### src/rtl/fxp_mul_pipe.sv
// Pipelined signed fixed-point multiplier with round/saturate and a stall-all
// valid/ready pipeline: every stage freezes while the output is held.
module fxp_mul_pipe #(
  parameter int W      = 32,
  parameter int FRAC   = 28,
  parameter int STAGES = 3,
  parameter int ROUND  = 1,
  parameter int SAT    = 1
) (
  input  logic         clk,
  input  logic         rst_n,
  input  logic         in_valid,
  output logic         in_ready,
  input  logic [W-1:0] a,
  input  logic [W-1:0] b,
  output logic         out_valid,
  input  logic         out_ready,
  output logic [W-1:0] result,
  output logic         ovf
);

  localparam int PW = 2 * W;
  localparam int RW = PW + 1;
  localparam logic [RW-1:0] RND_BIAS = (ROUND != 0) ? (RW'(1) << (FRAC - 1)) : '0;
  localparam logic [W-1:0]  MAX_POS  = {1'b0, {(W-1){1'b1}}};
  localparam logic [W-1:0]  MIN_NEG  = {1'b1, {(W-1){1'b0}}};

  logic                 advance;
  logic signed [PW-1:0] a_ext;
  logic signed [PW-1:0] b_ext;
  logic signed [PW-1:0] prod_c;
  logic signed [PW-1:0] final_prod;
  logic signed [RW-1:0] biased;
  logic signed [RW-1:0] r_full;
  logic [RW-W:0]        r_upper;
  logic                 ovf_c;
  logic [W-1:0]         result_c;
  logic [STAGES-1:0]    valid_reg;
  logic [W-1:0]         result_reg;
  logic                 ovf_reg;

  assign advance  = !(valid_reg[STAGES-1] && !out_ready);
  assign in_ready = advance;

  // Sign-extend first so the most negative operand squares exactly.
  assign a_ext  = {{W{a[W-1]}}, a};
  assign b_ext  = {{W{b[W-1]}}, b};
  assign prod_c = a_ext * b_ext;

  generate
    if (STAGES == 1) begin : g_single
      assign final_prod = prod_c;
    end else begin : g_multi
      logic signed [PW-1:0] prod_reg [STAGES-1];
      for (genvar gi = 0; gi < STAGES - 1; gi++) begin : g_prod
        if (gi == 0) begin : g_first
          always_ff @(posedge clk or negedge rst_n) begin
            if (!rst_n) begin
              prod_reg[gi] <= '0;
            end else if (advance) begin
              prod_reg[gi] <= prod_c;
            end
          end
        end else begin : g_next
          always_ff @(posedge clk or negedge rst_n) begin
            if (!rst_n) begin
              prod_reg[gi] <= '0;
            end else if (advance) begin
              prod_reg[gi] <= prod_reg[gi-1];
            end
          end
        end
      end
      assign final_prod = prod_reg[STAGES-2];
    end
  endgenerate

  generate
    for (genvar gi = 0; gi < STAGES; gi++) begin : g_valid
      if (gi == 0) begin : g_first
        always_ff @(posedge clk or negedge rst_n) begin
          if (!rst_n) begin
            valid_reg[gi] <= 1'b0;
          end else if (advance) begin
            valid_reg[gi] <= in_valid;
          end
        end
      end else begin : g_next
        always_ff @(posedge clk or negedge rst_n) begin
          if (!rst_n) begin
            valid_reg[gi] <= 1'b0;
          end else if (advance) begin
            valid_reg[gi] <= valid_reg[gi-1];
          end
        end
      end
    end
  endgenerate

  // One extra bit keeps the rounding bias from overflowing the product.
  assign biased  = {final_prod[PW-1], final_prod} + RND_BIAS;
  assign r_full  = biased >>> FRAC;
  assign r_upper = r_full[RW-1:W-1];
  assign ovf_c   = !((&r_upper) || !(|r_upper));

  always_comb begin
    result_c = r_full[W-1:0];
    if ((SAT != 0) && ovf_c) begin
      result_c = r_full[RW-1] ? MIN_NEG : MAX_POS;
    end
  end

  always_ff @(posedge clk or negedge rst_n) begin
    if (!rst_n) begin
      result_reg <= '0;
      ovf_reg    <= 1'b0;
    end else if (advance) begin
      result_reg <= result_c;
      ovf_reg    <= ovf_c;
    end
  end

  assign out_valid = valid_reg[STAGES-1];
  assign result    = result_reg;
  assign ovf       = ovf_reg;

endmodule

### config.mk
export PLATFORM = sky130hd
export DESIGN_NAME = fxp_mul_pipe
export DESIGN_NICKNAME = d
export VERILOG_FILES = /design/src/rtl/fxp_mul_pipe.sv
export SDC_FILE = /design/constraint.sdc
export NUM_CORES = 2
export LEC_CHECK = 0
export CAP_MARGIN = 20
export CORE_MARGIN = 3
export CORE_UTILIZATION = 50
export DETAILED_ROUTE_END_ITERATION = 7
export PLACE_DENSITY_LB_ADDON = 0.3
export SLEW_MARGIN = 20
export SYNTH_ARGS = -nofsm -noshare
export SYNTH_HDL_FRONTEND = slang
export SYNTH_SLANG_ARGS = --single-unit
### constraint.sdc
create_clock -name clk -period 6.2 [get_ports clk]
set_input_delay 1.86 -clock clk [delete_from_list [all_inputs] [get_ports clk]]
set_output_delay 1.86 -clock clk [all_outputs]
set_load 0.03 [all_outputs]
=== Word-level counts from Yosys, hierarchy flattened ===
Cells that the tools add are included.

* Order comparisons: 0
* Reduce and logical (&&, ||, !) cells: 8
* Shifts and indexed selects: 0
* Div/mod/pow operators: 0
* Equality and inequality tests: 0
* Multiply operators: 1
* Add/sub/neg operators: 1
* Bitwise gates (word level): 0
* Multiplexer cells: 2

{| class="wikitable"
|+ Operators with widths
! operator !! count
|-
| 64-bit by 29-bit adder with 65-bit output, second input constant || 1
|-
| 32-bit by 32-bit multiplier with 64-bit output || 1
|-
| 32-bit 2-to-1 mux || 2
|-
| 6-bit AND reduction || 1
|-
| 6-bit OR reduction || 1
|-
| 1-bit logical NOT || 4
|-
| 1-bit logical AND || 1
|-
| 1-bit logical OR || 1
|}

* Bits in registers: 164
* Output and inout port bits: 35
* Memories: 0
* Memory bits (writable): 0
* Input port bits: 68
* Bits in read-only memories: 0
* Logic and storage cells: 19
* Bits in latches: 0

=== Logic depth before layout (Yosys ltp) ===
* Depth in word-level cells: 5
* Gate-level depth with buffers: 28
* Depth with buffers taken out: 26

=== Worst setup path after synthesis ===
No wires, ideal clock.

* Path kind: input to register
* Start point: in b[2]
* End point: reg g_multi.prod_reg[127] (netlist bit)
* Data arrival time: 9.119 ns
* Stages on the path: 24
* Path buffers: 2
* Setup time: 0.086 ns
* Path slack: -3.005 ns
* Required time: 6.114 ns
* Cells stage by stage: clkbuf_1 -> nand2_1 -> inv_1 -> fa_1 -> fa_1 -> fa_1 -> fa_1 -> inv_1 -> fa_1 -> fa_1 -> fa_1 -> fa_1 -> inv_1 -> ha_1 -> clkbuf_1 -> a21o_1 -> a21oi_1 -> nor2b_1 -> nor4_1 -> o41ai_1 -> a21o_1 -> o211ai_1 -> and4_1 -> nor3_1

* Word-level cells in the longest chain between the ends: 1

{| class="wikitable"
|+ Ends and longest elaborated chain
! item !! line !! source
|-
| from (decl) || 15 || <nowiki>input logic [W-1:0] b,</nowiki>
|-
| 32-bit by 32-bit multiplier with 64-bit output || 48 || <nowiki>assign prod_c = a_ext * b_ext;</nowiki>
|-
| to (signal, indexed assignment) || 61 || <nowiki>prod_reg[gi] <= prod_c;</nowiki>
|-
| to (decl) || 54 || <nowiki>logic signed [PW-1:0] prod_reg [STAGES-1];</nowiki>
|}

Every way passes these cells.
A chain may end at the register's enable or synchronous reset.

=== Worst setup path after layout ===
* Start point: in b[11]
* End point: reg g_multi.prod_reg[124] (netlist bit)

The elaborated chain is that of the path after synthesis.

==> results.toml <==
[synthesis]
synth_top_area_share = 0.5314
netlist.top_cell.by_area = "fa_1"
syn-instance-count = 4360
synthTopCellsByCount = "fa_1 (1081), inv_1 (955), nand2_1 (651)"
yosys_warnings = 0
synth_cell_types = 60
synthesis.nets = 5690
synth_edf_count = 0
syn_avg_cell_area_sq_um = 9.341
async_reset_ff_frac = 1.000
syn_area_sq_um = 40730
ys.flop_type = "dfrtp_1"
ys_seq_area_frac = 0.06759
ys_seq_elements = 110
yosysMostFrequentCell = "fa_1"
yosys-top-cells-area = "fa_1 (53%), inv_1 (8.8%), and2_1 (7.9%), dfrtp_1 (6.8%), nand2_1 (6.0%)"

[setup_path]
start_kind = "input pin"
timing.rr.start = "final_prod[37]$_DFFE_PN0N_"
r2r_setup_slack_ns = 2.72
crit_type = "in2reg"
cp.arrival_ns = 8.89
crit_path_end_kind = "flip-flop"
cp.required_ns = 6.44
r2r_end = "result[1]$_DFFE_PN0N_"
ff2ff_path_depth = 10
path_max_fanout = 7

[sta]
slew_violations = 0
relSlewSlack = 0.3812
fmax_ghz = 0.1156
min_period_ns = 8.650
finalSetupTns_ns = -82.28
rsz0062_at_grt = "true"
tightest_slew_ns = 0.9282
fin_skew_ns = 0.008178
setup_viol = 37
hold_viol_final = 0
hold_ws_ns = 0.4662
setup_slack_ns = -2.450
min_period_over_period = 1.395

[route]
via_per_inst = 5.357
first_pass_iters = 6
vias = 31856
drc = 0
drt_wl_total_microns = 119600
antenna_left = 0
wl_per_cell_microns = 20.11
drt_iter0_drc = 2331

[floorplan]
start_util = 0.5056
pin_count = 103
fp-row-count = 104
dieWidth_microns = 291.4
fp.dieArea_sq_um = 84920
core_sq_um = 80550
die_h_microns = 291.4

[clock_network]
hold_buffers = 0
clockBufferDepth = 2
cts_made_buffers = 9
htreeDepth = 3
cts_tree = "done"
cts.sinks = 110
clk_latency_ns = 0.34
clkSlewWorstSetupHoldPaths_ns = 0.07
clockRootBuffer = "clkbuf_16"

[layout]
ff_latch_area_sq_um = 2753
area_delta_synth_final_pct = 26.02
layout.cells.non_filler = 5947
num-nets-final = 6207
fillers = 6188
multi_input_area_sq_um = 35050
layout-drive-gt1-share = 0.2177

[global_route]
overflow = 0
antenna_found_initial = 2
grt_pass1_vias = 35262
grt_max_degree = 77
grt_pass1_wl_microns = 192300
grtUsageTotal = 0.2883

[hold_path]
hp-class = "reg2reg"
hold_path_end = "valid_reg[1]$_DFFE_PN0N_"
holdPathStages = 2
hp-start = "valid_reg[1]$_DFFE_PN0N_"

[run_status]
violations = "negative setup slack"
status = "finished with violations"

[place]
routabilityCongestion = 0.8950
hpwl_microns = 89460
pre_cts_ws_ns = -3.119
placedCellCount = 5742
portBuffers = 102

[job]
maxCapViolations = 0
[worst max path at each step]
stage | from | endpoint | slack, ns | depth (start not counted)
after global routing | b[7] | g_multi.prod_reg[116]$_DFFE_PN0N_ | -2.54 | 25
after global placement | a[31] | g_multi.prod_reg[124]$_DFFE_PN0N_ | -3.07 | 28
after detailed placement | a[31] | g_multi.prod_reg[124]$_DFFE_PN0N_ | -3.12 | 28
final | b[11] | g_multi.prod_reg[124]$_DFFE_PN0N_ | -2.45 | 25
after CTS | b[13] | g_multi.prod_reg[127]$_DFFE_PN0N_ | -2.34 | 28
after floorplan | a[31] | g_multi.prod_reg[125]$_DFFE_PN0N_ | -2.60 | 25
[final cells by class]
cell class                 instances  share of cell area
multi-input combinational       3058              0.6829
tap                             1060             0.02584
antenna                            5           0.0002438
timing repair buffer             743              0.1613
clock buffer                      10            0.004461
sequential                       110             0.05363
inverter                         955             0.07001
clock inverter                     6            0.001682
[cells by family after synthesis]
kind of cell,Yosys count,synth area share
compound gates,234,0.03554
buf+inv,1192,0.1107
flops,110,0.06759
mux,1,0.0002458
fa+ha+maj,1262,0.5870
simple gates,1485,0.1826
xor+xnor,76,0.01634
[cells in the final DEF, fill, tap and decap left out, types with 58 or more instances in the layout]
cell,instances
fa_1,1025
buf_4,448
nand2_1,630
buf_12,101
nor2_1,115
and2_4,58
dfrtp_1,110
inv_1,927
ha_1,152
and2_1,453
[metrics by stage]
step	area [sq um]	utilization
3_5_place_dp	47180	0.5858
5_1_grt	51310	0.6371
4_1_cts	50420	0.6260
2_1_floorplan	41700	-
6_report	51330	0.6372
3_3_place_gp	47180	0.5858
[repair_timing]
| action | CTS | global route |
|---|---|---|
| setup buffers | 101 | 37 |
| endpoints found under the hold margin | 0 | 0 |
| pin swaps | 228 | 139 |
| resized for setup | 472 | 170 |
| setup endpoints to repair | 37 | 37 |
| gates cloned | 43 | 5 |
[critical path, cell delays in order]
cell and delay [ns]:
buf_2 0.13, buf_12 0.15, buf_12 0.14, buf_4 0.13, and2_4 0.13, fa_1 0.54
inv_1 0.05, fa_1 0.53, fa_2 0.46, fa_1 0.52, inv_1 0.06, fa_1 0.59
fa_1 0.46, fa_1 0.60, fa_1 0.49, ha_4 0.31, buf_4 0.15, nand4_1 0.17
nor2_2 0.20, nand4_1 0.16, o32ai_4 0.30, o31ai_4 0.09, o31a_1 0.31, buf_4 0.15
a211oi_1 0.20
[per-layer routing]
| metal | global-route usage | vias to the layer above | wire length, microns |
|---|---|---|---|
| met5 | 0 | - | 15 |
| met4 | 0.1003 | 2 | 5144 |
| met3 | 0.06439 | 338 | 11190 |
| met2 | 0.4899 | 1338 | 58450 |
| met1 | 0.3651 | 16442 | 44780 |
| li1 | - | 13736 | - |
Power is left out: the tool's default activity adds up to more than one toggle a clock period on the data nets, which glitch-free logic cannot reach.
